File: src/rtl/palette_out_pkg.sv
// palette_out_pkg: colour-field positions, write-port states and pipeline depth for palette_out.
package palette_out_pkg;
  localparam int PIPE_DEPTH = 2;
  localparam int R_LSB = 0;
  localparam int R_MSB = 2;
  localparam int G_LSB = 3;
  localparam int G_MSB = 5;
  localparam int B_LSB = 6;
  localparam int B_MSB = 7;
  typedef enum logic {IDLE = 1'b0, PENDING = 1'b1} wr_state_t;
endpackage

File: src/rtl/palette_out_ram.sv
// palette_ram: 16x8 palette, synchronous write with full clear on reset, asynchronous read.
module palette_ram (
  input  logic       clk24,
  input  logic       reset,
  input  logic       we,
  input  logic [3:0] wr_idx,
  input  logic [7:0] wr_data,
  input  logic [3:0] rd_idx,
  output logic [7:0] rd_data
);
  logic [7:0] mem [16];
  always_ff @(posedge clk24)
    if (reset) for (int i = 0; i < 16; i++) mem[i] <= '0;
    else if (we) mem[wr_idx] <= wr_data;
  assign rd_data = mem[rd_idx];
endmodule

File: src/rtl/palette_out.sv
// palette_out: buffered CPU palette writes plus a 2-stage colour lookup, blanking and DAC expansion.
module palette_out
  import palette_out_pkg::*;
#(
  parameter bit WR_ON_RETRACE = 0
) (
  input  logic       clk24,
  input  logic       reset,
  input  logic       ce12,
  input  logic [3:0] coloridx,
  input  logic       videoActive,
  input  logic       hsync,
  input  logic       vsync,
  input  logic       retrace,
  input  logic       pal_wr,
  input  logic [3:0] pal_idx,
  input  logic [7:0] pal_data,
  output logic [7:0] realcolor,
  output logic [3:0] vga_r,
  output logic [3:0] vga_g,
  output logic [3:0] vga_b,
  output logic       hsync_o,
  output logic       vsync_o
);
  wr_state_t state, state_nx;
  logic [3:0] pend_idx, s1_idx;
  logic [7:0] pend_data, rd_data, color, blanked;
  logic commit, s1_act;
  logic [PIPE_DEPTH-1:0] hs_d, vs_d;
  always_comb begin
    commit = state == PENDING && ce12 && (!WR_ON_RETRACE || retrace);
    state_nx = pal_wr ? PENDING : commit ? IDLE : state;
    color = (commit && pend_idx == s1_idx) ? pend_data : rd_data;
    blanked = s1_act ? color : '0;
  end
  always_ff @(posedge clk24)
    if (reset) begin
      state <= IDLE;
      pend_idx <= '0;
      pend_data <= '0;
    end else begin
      state <= state_nx;
      if (pal_wr) begin
        pend_idx <= pal_idx;
        pend_data <= pal_data;
      end
    end
  palette_ram u_ram (
    .clk24(clk24),
    .reset(reset),
    .we(commit),
    .wr_idx(pend_idx),
    .wr_data(pend_data),
    .rd_idx(s1_idx),
    .rd_data(rd_data)
  );
  // Syncs ride a PIPE_DEPTH shift so they stay aligned with the colour path.
  always_ff @(posedge clk24)
    if (reset) begin
      s1_idx <= '0;
      s1_act <= 1'b0;
      hs_d <= '1;
      vs_d <= '1;
      realcolor <= '0;
      vga_r <= '0;
      vga_g <= '0;
      vga_b <= '0;
    end else begin
      s1_idx <= coloridx;
      s1_act <= videoActive;
      hs_d <= {hs_d[PIPE_DEPTH-2:0], hsync};
      vs_d <= {vs_d[PIPE_DEPTH-2:0], vsync};
      realcolor <= blanked;
      vga_r <= {blanked[R_MSB:R_LSB], blanked[R_MSB]};
      vga_g <= {blanked[G_MSB:G_LSB], blanked[G_MSB]};
      vga_b <= {2{blanked[B_MSB:B_LSB]}};
    end
  assign hsync_o = hs_d[PIPE_DEPTH-1];
  assign vsync_o = vs_d[PIPE_DEPTH-1];
endmodule

File: config.mk
export PLATFORM = sky130hd
export DESIGN_NAME = palette_out
export DESIGN_NICKNAME = d
export VERILOG_FILES = /design/src/rtl/palette_out_pkg.sv /design/src/rtl/palette_out_ram.sv /design/src/rtl/palette_out.sv
export SDC_FILE = /design/constraint.sdc
export NUM_CORES = 1
export LEC_CHECK = 0
export ABC_CLOCK_PERIOD_IN_PS = 3500
export BUFFER_PORTS_ARGS = -buffer_cell sky130_fd_sc_hd__buf_4
export CORE_MARGIN = 1.5
export CORE_UTILIZATION = 60
export DETAILED_ROUTE_END_ITERATION = 7
export PLACE_DENSITY = 0.8
export SYNTH_ARGS = -nofsm -noshare
export SYNTH_HDL_FRONTEND = slang
export SYNTH_SLANG_ARGS = --single-unit
File: constraint.sdc
create_clock -name clk24 -period 3.5 [get_ports clk24]
set_clock_uncertainty 0.2 [all_clocks]
set_input_delay 0.7 -clock clk24 [delete_from_list [all_inputs] [get_ports clk24]]
set_output_delay 0.7 -clock clk24 [all_outputs]
set_load 0.02 [all_outputs]
Yosys cells after proc, flatten, opt, wreduce, memory -nomap -nowiden --
Memories as Yosys holds them, arrays and structs flattened. A register that Yosys moved wholly into a read port is not among the register bits. Cells that the tools add are included.
Operators by class: eq/ne operators 1, mux-type cells 13, reductions and logical operators 4
Operators with widths (number):
- $mux 8 | 3
- $mux 1 | 8
- $mux 4 | 2
- $reduce_or 8->1 | 1
- $eq 4x4->1 | 1
- $logic_and 1x1->1 | 2
- $reduce_bool 2->1 | 1
Storage, ports and cells: register bits 42, RAM bits 128, input port bits 24, output and inout port bits 22, logic and storage cells 30, memories kept 1
Memory list:
- u_ram.mem | depth 16, width 8, read ports 1, clocked after Yosys merged registers in 1, write ports 16, line palette_out_ram.sv:11 | logic [7:0] mem [16];

Logic depth before layout (Yosys ltp) --
Gate-level depths: netlist of the first run.
depth after elaboration 6, depth in mapped cells 6, depth with buffers taken out 4

Cells and area by module --
From an unflattened synthesis of the first run, not the netlist that was laid out.
Second synthesis, totals: cells, all modules 493, area total of the unflattened synthesis 7034.2 um^2
By module, submodules not included:
- palette_ram | times used 1, cells an instance 375, area each 5861.9 um^2, sequential area each 3843.7 um^2
- palette_out | times used 1, cells an instance 118, area each 1172.4 um^2, sequential area each 600.6 um^2

Worst setup path after synthesis of the first run --
Ideal clock, no wire load.
path kind input -> register, from input port reset, to memory u_ram.mem[3][0], enable pin, setup time 310 ps, arrival time 1668 ps, data required time 2990 ps, slack 1322 ps, stages on the path 4, path buffers 0, cells stage by stage and3b_1 -> nand3_1 -> nor3_1 -> or2_2
RTL lines:
- start: declaration | line palette_out.sv:8 | input logic reset,
- end: declaration | line palette_out_ram.sv:11

Worst setup path in the final report of the first run --
from register s1_idx[0], to register realcolor[0]
On the way: longest elaborated chain between the ends 4
RTL lines:
- start: declaration | line palette_out.sv:26 | logic [3:0] pend_idx, s1_idx;
- start signal: assignment | line palette_out.sv:69 | s1_idx <= coloridx;
- $eq 4x4->1 | line palette_out.sv:33 | color = (commit && pend_idx == s1_idx) ? pend_data : rd_data;
- $logic_and 1x1->1 | line palette_out.sv:33
- $mux 8 | line palette_out.sv:33
- $mux 8 | line palette_out.sv:34 | blanked = s1_act ? color : '0;
- end signal: assignment | line palette_out.sv:73 | realcolor <= blanked;
- end: declaration | line palette_out.sv:18 | output logic [7:0] realcolor,
No other way between the ends. A chain may end at the register's enable or synchronous reset.

==> results.txt, run 1 <==
Ys Warns = 0
Skew-Pair Late Insertion Delay = 430 ps
Synth Area in Compound Gates = 2.85%
Synth Area in Adders = 0%
Postcts setup bufs = 0
Met3 usage = 6.75%
CP delay by family, top = multiplexers
Post-synth net total = 504
CTS resizes = 0
CP Cell Sequence = buf_4 -> mux4_1 -> a22oi_1 -> nand2_1 -> a22o_1
Max-slew headroom = 46.8%
Pin count of the biggest net entering global routing = 42
Worst Path Max Fanout = 12
Worst hold endpoint = vs_d[1]
Synth Register Bits = 158
Worst R2R Path Depth = 5
Register-to-register setup slack = 1080 ps
Die Ht = 111 um
Fill cells = 710
Wire length of the first global-routing pass = 21400 um
Largest family of logic cells by synthesized area = simple AND/OR/NAND/NOR gates
Reg2Reg Capture Point = realcolor[0]
I/O pin cnt = 46
Crit start category = register
Layout cell share with drive strength beyond 1 = 23.9%
GRT Total Usage = 23.7%
Setup Viol. Count Final = 0
Final period utilization = 69.2%
Detailed Place HPWL = 9240 um
RePlAce Congestion = 0.789
Global route overflow = 0
Hold Startpoint = vs_d[0]
CTS root buf = clkbuf_16
Max-Cap Viols = 0
Worst setup EP type = register
Min-delay worst type = reg -> reg
Iter 0 DRT Violations = 306
Drc violations = 0
Critical Path RT = 3610 ps
Multi-input logic area = 0.00235 mm2
Worst Hold Depth = 1
Seq/Total Area, Yosys = 62.9%
Initial core utilization = 61.6%
Final #Nets = 533
Tot Pwr = 4.29 mW
Fraction of the mapped netlist area in simple logic gates = 17.5%
CTS Hold Bufs = 0
Vias = 3907
CTS clk-pin slew, worst paths = 60 ps
Gr busiest metal = met2
H-tree depth = 4
FF+latch area = 0.00445 mm2
Die W = 111 um
Final wirelength = 13800 um
CP max-delay cell = mux4_1
Num CTS Buffers = 17
Async SR Flop Fraction = 0%
WP buf/inv = 1
Yosys cell types = 33
Met2 GRT Util = 37.6%
Top FF cell, synth = edfxtp_1
Core Area = 0.0115 mm2
# diodes = 0
Mean Syn Cell Area = 14.7 um2
Drt first pass iters = 5
Final Hold Viols = 0
Routed wire length per instance = 20.8 um
LEAKAGE = 3.10 nW
Fmax = 413 MHz
Post-Synth XOR/XNOR Area = 0.496%
Post-DRT Antenna Nets = 0
Outcome = finished clean
Std cell rows = 39
Unrepaired setup endpoints after global routing = false
FF-to-FF Start = s1_idx[0]
Setup TNS = 0 ps
Grt met1 use = 31.4%
Initial antenna violation count = 0
Tmin final = 2420 ps
DR vias/cell = 5.88
Clk buf depth = 2
Port Buf Inserts = 44
Max Slew Vio Count = 0
Area grow syn2layout = 12.9%
Critical Path AT = 2540 ps
Slowest cell delay on critical path = 630 ps
Vias in the first global route = 3894
CTS sink count = 158
Mux cell area share after synthesis = 12.4%
Number of enable flip-flop cells after synthesis = 128
Cell count after synthesis = 480
Cell Area, Synth = 0.00706 mm2
VDD IR max = 0.417 mV
Die area = 0.0124 mm2
CP Class = reg -> reg
Worst Max-Slew Pin Slew = 795 ps
CTS tree = built
PD cells = 538 mW/mm2
metal layers:
metal	vias to the layer above	wire length [um]	part of all wire, %
met5	-	0	0
met4	0	307	2.2
met3	21	1130	8.2
met2	195	6570	48
met1	1906	5810	42
li1	1785	-	-
worst max path at each step:
stage                     startpoint               to  slack [ps]  cells after the start
after floorplan                reset  u_ram.mem[3][0]        1320                      4
after global placement         reset  u_ram.mem[5][1]         870                      5
after detailed placement       reset  u_ram.mem[1][6]         820                      5
after CTS                  s1_idx[0]     realcolor[0]        1100                      5
after global routing           reset  u_ram.mem[1][3]         970                      5
final                      s1_idx[0]     realcolor[0]        1080                      5
final cells by class:
cell class / count / area share (%)
Sequential cell: 158 / 55.7
Multi-Input combinational cell: 282 / 29.4
Clock buffer: 27 / 7.53
Timing Repair Buffer: 49 / 4.61
Tap cell: 143 / 2.24
Clock inverter: 5 / 0.392
Inverter: 1 / 0.0471
stage by stage:
step	area [um2]	util [%]	instances	setup WS, ps	hold slack (ps)
after detailed placement	7340	64.0	633	817	205
after floorplan	7060	-	480	1320	189
after CTS	7980	69.5	665	1100	224
after global placement	7340	64.0	633	870	200
after global routing	7980	69.5	665	972	238
final	7980	69.5	665	1080	219
cells in the mapped netlist, types with 2 or more instances:
| cell type | instances | share of area, % |
|---|---|---|
| buf_2 | 5 | 0.35 |
| a22o_1 | 8 | 0.99 |
| nand2b_1 | 3 | 0.27 |
| mux4_1 | 10 | 3.7 |
| mux4_2 | 22 | 7.0 |
| xor2_1 | 4 | 0.50 |
| nor3_2 | 2 | 0.28 |
| nor3_1 | 2 | 0.14 |
| or2_2 | 20 | 1.8 |
| clkdlybuf4s25_2 | 2 | 0.28 |
| nand3_1 | 2 | 0.14 |
| nor2b_1 | 7 | 0.62 |
| nand2_1 | 12 | 0.64 |
| dfxtp_1 | 30 | 8.5 |
| clkbuf_1 | 14 | 0.74 |
| a22oi_1 | 16 | 1.7 |
| and2_1 | 129 | 11 |
| buf_4 | 13 | 1.4 |
| nor2_1 | 26 | 1.4 |
| mux2i_1 | 12 | 1.7 |
| edfxtp_1 | 128 | 54 |
| buf_12 | 2 | 0.57 |
power by group:
| part | switching, mW | leakage, nW | internal, mW |
|---|---|---|---|
| logic | 0.115 | 1.22 | 0.112 |
| clock network | 0.714 | 0.315 | 1.18 |
| registers | 0.0699 | 1.56 | 2.10 |
| total | 0.898 | 3.10 | 3.39 |
cells in the final DEF (no fill, tap or decap), drive strengths merged, types with 7 or more instances in the layout:
master,synthesis,layout
a22oi,16,16
mux2i,12,12
a22o,8,8
dfxtp,30,30
or2,20,20
mux4,32,32
buf,22,49
nand2,12,12
nor2,26,26
and2,129,129
clkbuf,15,27
nor2b,7,7
edfxtp,128,128
state kept, by name, indices dropped and copies added (netlist names):
signal     cells
vga_b          1
s1_idx         4
pend_idx       4
pend_data      8
u_ram.mem    128
vs_d           2
s1_act         1
realcolor      7
state          1
hs_d           2
cell families after synthesis:
| logic type | Yosys count |
|---|---|
| buffers and inverters | 40 |
| AO/OA/AOI/OAI | 26 |
| multiplexers | 44 |
| AND/OR/NAND/NOR | 208 |
| flip-flops | 158 |
| XOR/XNOR | 4 |
(Power assumes the default switching activity.)
==> run 2, diff against run 1 <==
--- a/config.mk
+++ b/config.mk
@@ -5,12 +5,12 @@
 export SDC_FILE = /design/constraint.sdc
 export NUM_CORES = 1
 export LEC_CHECK = 0
-export ABC_CLOCK_PERIOD_IN_PS = 3500
+export ABC_CLOCK_PERIOD_IN_PS = 2200
 export BUFFER_PORTS_ARGS = -buffer_cell sky130_fd_sc_hd__buf_4
 export CORE_MARGIN = 1.5
-export CORE_UTILIZATION = 60
+export CORE_UTILIZATION = 54
 export DETAILED_ROUTE_END_ITERATION = 7
-export PLACE_DENSITY = 0.8
+export PLACE_DENSITY = 0.76
 export SYNTH_ARGS = -nofsm -noshare
 export SYNTH_HDL_FRONTEND = slang
 export SYNTH_SLANG_ARGS = --single-unit
==> constraint.sdc (replaced) <==
create_clock -name clk24 -period 2.2 [get_ports clk24]
set_clock_uncertainty 0.2 [all_clocks]
set_input_delay 0.44 -clock clk24 [delete_from_list [all_inputs] [get_ports clk24]]
set_output_delay 0.44 -clock clk24 [all_outputs]
set_load 0.02 [all_outputs]
==> results.txt, run 2 (same netlist as run 1, synthesis figures left out) <==
Clock network fraction of design power = 40.7%
I/O pin cnt = 46
Clk buf depth = 2
Layout cell share with drive strength beyond 1 = 25.9%
Vias in the first global route = 3947
CP Class = reg -> reg
CTS root buf = clkbuf_16
Min-delay worst type = in -> reg
Slowest cell delay on critical path = 500 ps
Tmin final = 2090 ps
Die area = 0.0138 mm2
FF-to-FF Start = s1_idx[0]
DR vias/cell = 5.54
Num CTS Buffers = 17
PD cells = 794 mW/mm2
Worst R2R Path Depth = 5
Critical Path AT = 2190 ps
Commonest non-fill, non-tap cells in the layout = 129 x and2_1, 128 x edfxtp_1, 65 x buf_4, 29 x dfxtp_1, 26 x nor2_1
Worst hold slack = 22.7 ps
Outcome = finished clean
Final Hold Viols = 0
Postcts setup bufs = 0
Hold Startpoint = videoActive
Area grow syn2layout = 15.1%
Max-slew headroom = 51.0%
Reg2Reg Capture Point = realcolor[2]
CP max-delay cell = mux4_2
Max reg flops = 128
Drc violations = 0
Detailed Place HPWL = 9310 um
Fmax = 479 MHz
Power share of the sequential group = 53.1%
LEAKAGE = 3.16 nW
Global route overflow = 0
Top Registers = u_ram.mem (128), pend_data (8), realcolor (7)
Core Area = 0.0127 mm2
Critical Path RT = 2300 ps
Die W = 117 um
Register-to-register setup slack = 110 ps
P_sw = 1.40 mW
Placed cell count = 682
Max Slew Vio Count = 0
Setup TNS = 0 ps
Worst Path Max Fanout = 7
H-tree depth = 4
Std cell rows = 41
Fin cells = 716
Vias = 3970
Worst hold endpoint = s1_act
Iter 0 DRT Violations = 225
Final #Nets = 555
CTS resizes = 0
CP Cell Sequence = buf_4 -> mux4_2 -> a22oi_1 -> nand2_1 -> a22o_1
Final period utilization = 94.9%
Top reg by flops = u_ram.mem
Internal Pwr Total = 5.05 mW
WP buf/inv = 1
CTS tree = built
Worst setup EP type = register
Worst Hold Depth = 2
Initial core utilization = 55.7%
Wire length of the first global-routing pass = 21600 um
Initial antenna violation count = 0
Setup Viol. Count Final = 0
RePlAce Congestion = 0.843
Routed wire length per instance = 19.3 um
CTS clk-pin slew, worst paths = 60 ps
Crit start category = register
Drt first pass iters = 5
Most common cell after layout, fill and taps aside = and2_1
Logic pwr share = 6.3%
VDD IR max = 0.451 mV
CTS sink count = 158
Final wirelength = 13800 um
Port Buf Inserts = 44
GRT Total Usage = 21.3%
Pin count of the biggest net entering global routing = 30
Post-DRT Antenna Nets = 0
Max-Cap Viols = 0
Unrepaired setup endpoints after global routing = false
Die Ht = 117 um
Switching Fraction = 21.7%
Skew-Pair Late Insertion Delay = 420 ps
CP delay by family, top = compound AO/OA/AOI/OAI gates
# diodes = 0
Worst Max-Slew Pin Slew = 735 ps
==> run 2: changes by cell type in the layout (fill, tap and decap cells not counted) <==
cell / change
buf_12: +4
buf_4: +16
bufinv_16: +1
clkbuf_1: -3
clkbuf_16: -6
clkbuf_8: -1
clkinv_1: +7
clkinvlp_4: +4
dlygate4sd3_1: +2
inv_4: -2
==> run 2: final cells by class <==
class / instances / area (um2)
inverter: 1 / 3.75
clock inverter: 15 / 105
sequential: 158 / 4450
tap: 172 / 215
timing repair buffer: 71 / 588
fill: 905 / 4540
clock buffer: 17 / 425
multi-input combinational: 282 / 2350
==> run 2: repair_timing <==
action | in CTS | in global routing
hold buffers | 2 | 0
hold endpoints to repair | 2 | 0
endpoints found under the setup margin | 0 | 0
==> run 2: power by group through the flow <==
stage / Combinational [mW] / Clock [mW] / Sequential (mW)
floorplan: 0.299 / 0 / 3.43
global placement: 0.396 / 0 / 3.48
detailed placement: 0.404 / 0 / 3.49
CTS: 0.407 / 2.64 / 3.42
global route: 0.434 / 2.76 / 3.44
finish: 0.404 / 2.62 / 3.43
==> run 2: worst max-delay path by stage <==
stage	startpoint	to	slack [ps]	cells past startpoint
final	s1_idx[0]	realcolor[2]	110	5
after global placement	reset	u_ram.mem[6][5]	170	5
after floorplan	reset	u_ram.mem[3][0]	280	4
after detailed placement	reset	u_ram.mem[14][4]	100	5
after global routing	s1_idx[0]	realcolor[2]	30	5
after CTS	s1_idx[0]	realcolor[2]	120	5
==> run 2: layer usage <==
layer,GRT usage (%),part of all wire (%),wire (um),vias up
li1,-,-,-,1830
met1,28.2,43,5930,1946
met2,33.6,47,6560,165
met3,4.77,6.5,902,29
met4,10.3,3.1,425,0
met5,0,0,0,-
==> run 2: worst reg2reg max path, delay by kind of cell (launching register included) <==
| kind | cells | cell delay, ps |
|---|---|---|
| buffers and inverters | 1 | 230 |
| AOI/OAI and AO/OA | 2 | 510 |
| muxes | 1 | 510 |
| DFF | 1 | 420 |
| and+or+nand+nor | 1 | 100 |
==> run 2: per-stage QoR <==
step	setup WS, ps	total power [mW]	utilization, %	area, um2
after CTS	118	6.48	64.2	8130
after floorplan	282	3.73	-	7060
after global placement	165	3.87	59.8	7580
after detailed placement	100	3.89	59.8	7580
final	113	6.45	64.2	8130
after global routing	33.4	6.63	64.2	8130
==> run 3, diff against run 2 <==
--- a/config.mk
+++ b/config.mk
@@ -5,7 +5,7 @@
 export SDC_FILE = /design/constraint.sdc
 export NUM_CORES = 1
 export LEC_CHECK = 0
-export ABC_CLOCK_PERIOD_IN_PS = 2200
+export ABC_CLOCK_PERIOD_IN_PS = 1800
 export BUFFER_PORTS_ARGS = -buffer_cell sky130_fd_sc_hd__buf_4
 export CORE_MARGIN = 1.5
 export CORE_UTILIZATION = 54
==> constraint.sdc (replaced) <==
create_clock -name clk24 -period 1.8 [get_ports clk24]
set_clock_uncertainty 0.2 [all_clocks]
set_input_delay 0.36 -clock clk24 [delete_from_list [all_inputs] [get_ports clk24]]
set_output_delay 0.36 -clock clk24 [all_outputs]
set_load 0.02 [all_outputs]
==> results.txt, run 3 (same netlist as run 1, synthesis figures left out) <==
Final wirelength = 15700 um
Top reg by flops = u_ram.mem
Clock network fraction of design power = 41.0%
Max reg flops = 128
Critical Path RT = 1910 ps
Worst setup EP type = register
Most common cell after layout, fill and taps aside = and2_1
Top Registers = u_ram.mem (128), pend_data (8), realcolor (7)
DP Area = 0.00764 mm2
Initial core utilization = 55.7%
Drc violations = 0
Reg2Reg Capture Point = realcolor[3]
Crit start category = register
Skew-Pair Late Insertion Delay = 420 ps
Final #Nets = 586
Port Buf Inserts = 44
Min-delay worst type = in -> reg
Num CTS Buffers = 17
CP Cell Sequence = clkbuf_16 -> mux4_2 -> a22oi_2 -> nand2_1 -> a22o_1
DR vias/cell = 5.58
Power share of the sequential group = 51.1%
I/O pin cnt = 46
Final non-filler cell area = 0.00861 mm2
CTS sink count = 158
Initial antenna violation count = 0
CTS tree = built
Final Hold Viols = 0
Global route overflow = 0
Setup Viol. Count Final = 8
Worst R2R Path Depth = 5
CP max-delay cell = mux4_2
Logic pwr share = 7.9%
Max-slew headroom = 47.1%
CTS root buf = clkbuf_16
Vias = 4167
Slowest cell delay on critical path = 560 ps
Tot Pwr = 8.16 mW
Drt first pass iters = 5
Outcome = finished with violations
Fin cells = 747
Register-to-register setup slack = -180 ps
# diodes = 0
Fin util = 67.9%
Failing checks = negative setup slack
Routed wire length per instance = 21.0 um
Fill cells = 858
P_sw = 1.75 mW
Iter 0 DRT Violations = 307
Std cell rows = 41
Final period utilization = 110%
Layout cell share with drive strength beyond 1 = 32.0%
LEAKAGE = 3.33 nW
Die Ht = 117 um
Area grow syn2layout = 21.9%
Vias in the first global route = 4402
Critical Path AT = 2090 ps
Internal Pwr Total = 6.41 mW
PD cells = 948 mW/mm2
Tmin final = 1980 ps
CP Class = reg -> reg
FF-to-FF Start = s1_idx[0]
VDD IR max = 0.542 mV
Core Area = 0.0127 mm2
Clk buf depth = 2
Max Slew Vio Count = 0
H-tree depth = 4
Detailed Place HPWL = 10200 um
CTS clk-pin slew, worst paths = 60 ps
Switching Fraction = 21.5%
Worst Path Max Fanout = 9
Placed cell count = 691
Die area = 0.0138 mm2
RePlAce Congestion = 0.865
Fmax = 506 MHz
Hold Startpoint = coloridx[0]
Die W = 117 um
Worst Max-Slew Pin Slew = 791 ps
Worst Hold Depth = 2
Post-DRT Antenna Nets = 0
Pin count of the biggest net entering global routing = 40
Wire length of the first global-routing pass = 24200 um
Setup ws final = -176 ps
Worst hold endpoint = s1_idx[0]
GRT Total Usage = 23.9%
Unrepaired setup endpoints after global routing = true
Max-Cap Viols = 0
Commonest non-fill, non-tap cells in the layout = 129 x and2_1, 128 x edfxtp_1, 78 x buf_4, 28 x dfxtp_1, 26 x mux4_2
run 3: worst max path at each step:
stage / cells after the start / slack, ps / endpoint / start
after detailed placement: 5 / -260 / u_ram.mem[1][4] / reset
after global placement: 5 / -210 / u_ram.mem[1][4] / reset
after global routing: 5 / -200 / realcolor[4] / s1_idx[0]
after floorplan: 6 / 2 / realcolor[0] / s1_idx[0]
after CTS: 5 / -160 / realcolor[3] / s1_idx[0]
final: 5 / -180 / realcolor[3] / s1_idx[0]
run 3: what timing repair did:
action,CTS,global route
hold buffers,18,0
endpoints found under the setup margin,79,114
gates cloned,0,2
buffers inserted,0,4
resized for setup,13,35
endpoints found under the hold margin,18,0
pin swaps,0,11
run 3: per-stage QoR:
step | TNS (ps) | worst slack (ps) | hold slack (ps)
after global routing | -2490 | -198 | 34.4
after detailed placement | -27030 | -258 | 206
after CTS | -1160 | -162 | 32.0
after floorplan | 0 | 1.75 | 189
final | -1030 | -176 | 41.0
after global placement | -18940 | -213 | 198
run 3: routing by layer:
metal | global-route usage [%] | routed length [um]
met1 | 31.1 | 6420
met2 | 39.6 | 8080
met3 | 5.16 | 966
met4 | 9.18 | 256
met5 | 0 | 0
run 3: critical path: cells and delay by family (launching register included):
family          cells  cell delay (ps)
flops               1              420
simple gates        1              100
mux                 1              560
compound gates      2              380
buf+inv             1              200
run 3: layout make-up:
class / count / area (um2) / area share, %
tap: 172 / 215 / 2.50
timing repair buffer: 102 / 896 / 10.4
sequential: 158 / 4450 / 51.7
clock inverter: 10 / 97.6 / 1.13
inverter: 1 / 3.75 / 0.0436
multi-input combinational: 282 / 2500 / 29.1
clock buffer: 22 / 444 / 5.16
run 3: power groups by stage:
stage	Combinational [mW]	Sequential, mW	Clock [mW]
floorplan	0.368	4.20	0
global placement	0.529	4.22	0
detailed placement	0.541	4.24	0
CTS	0.588	4.16	3.36
global route	0.688	4.18	3.53
finish	0.644	4.17	3.35
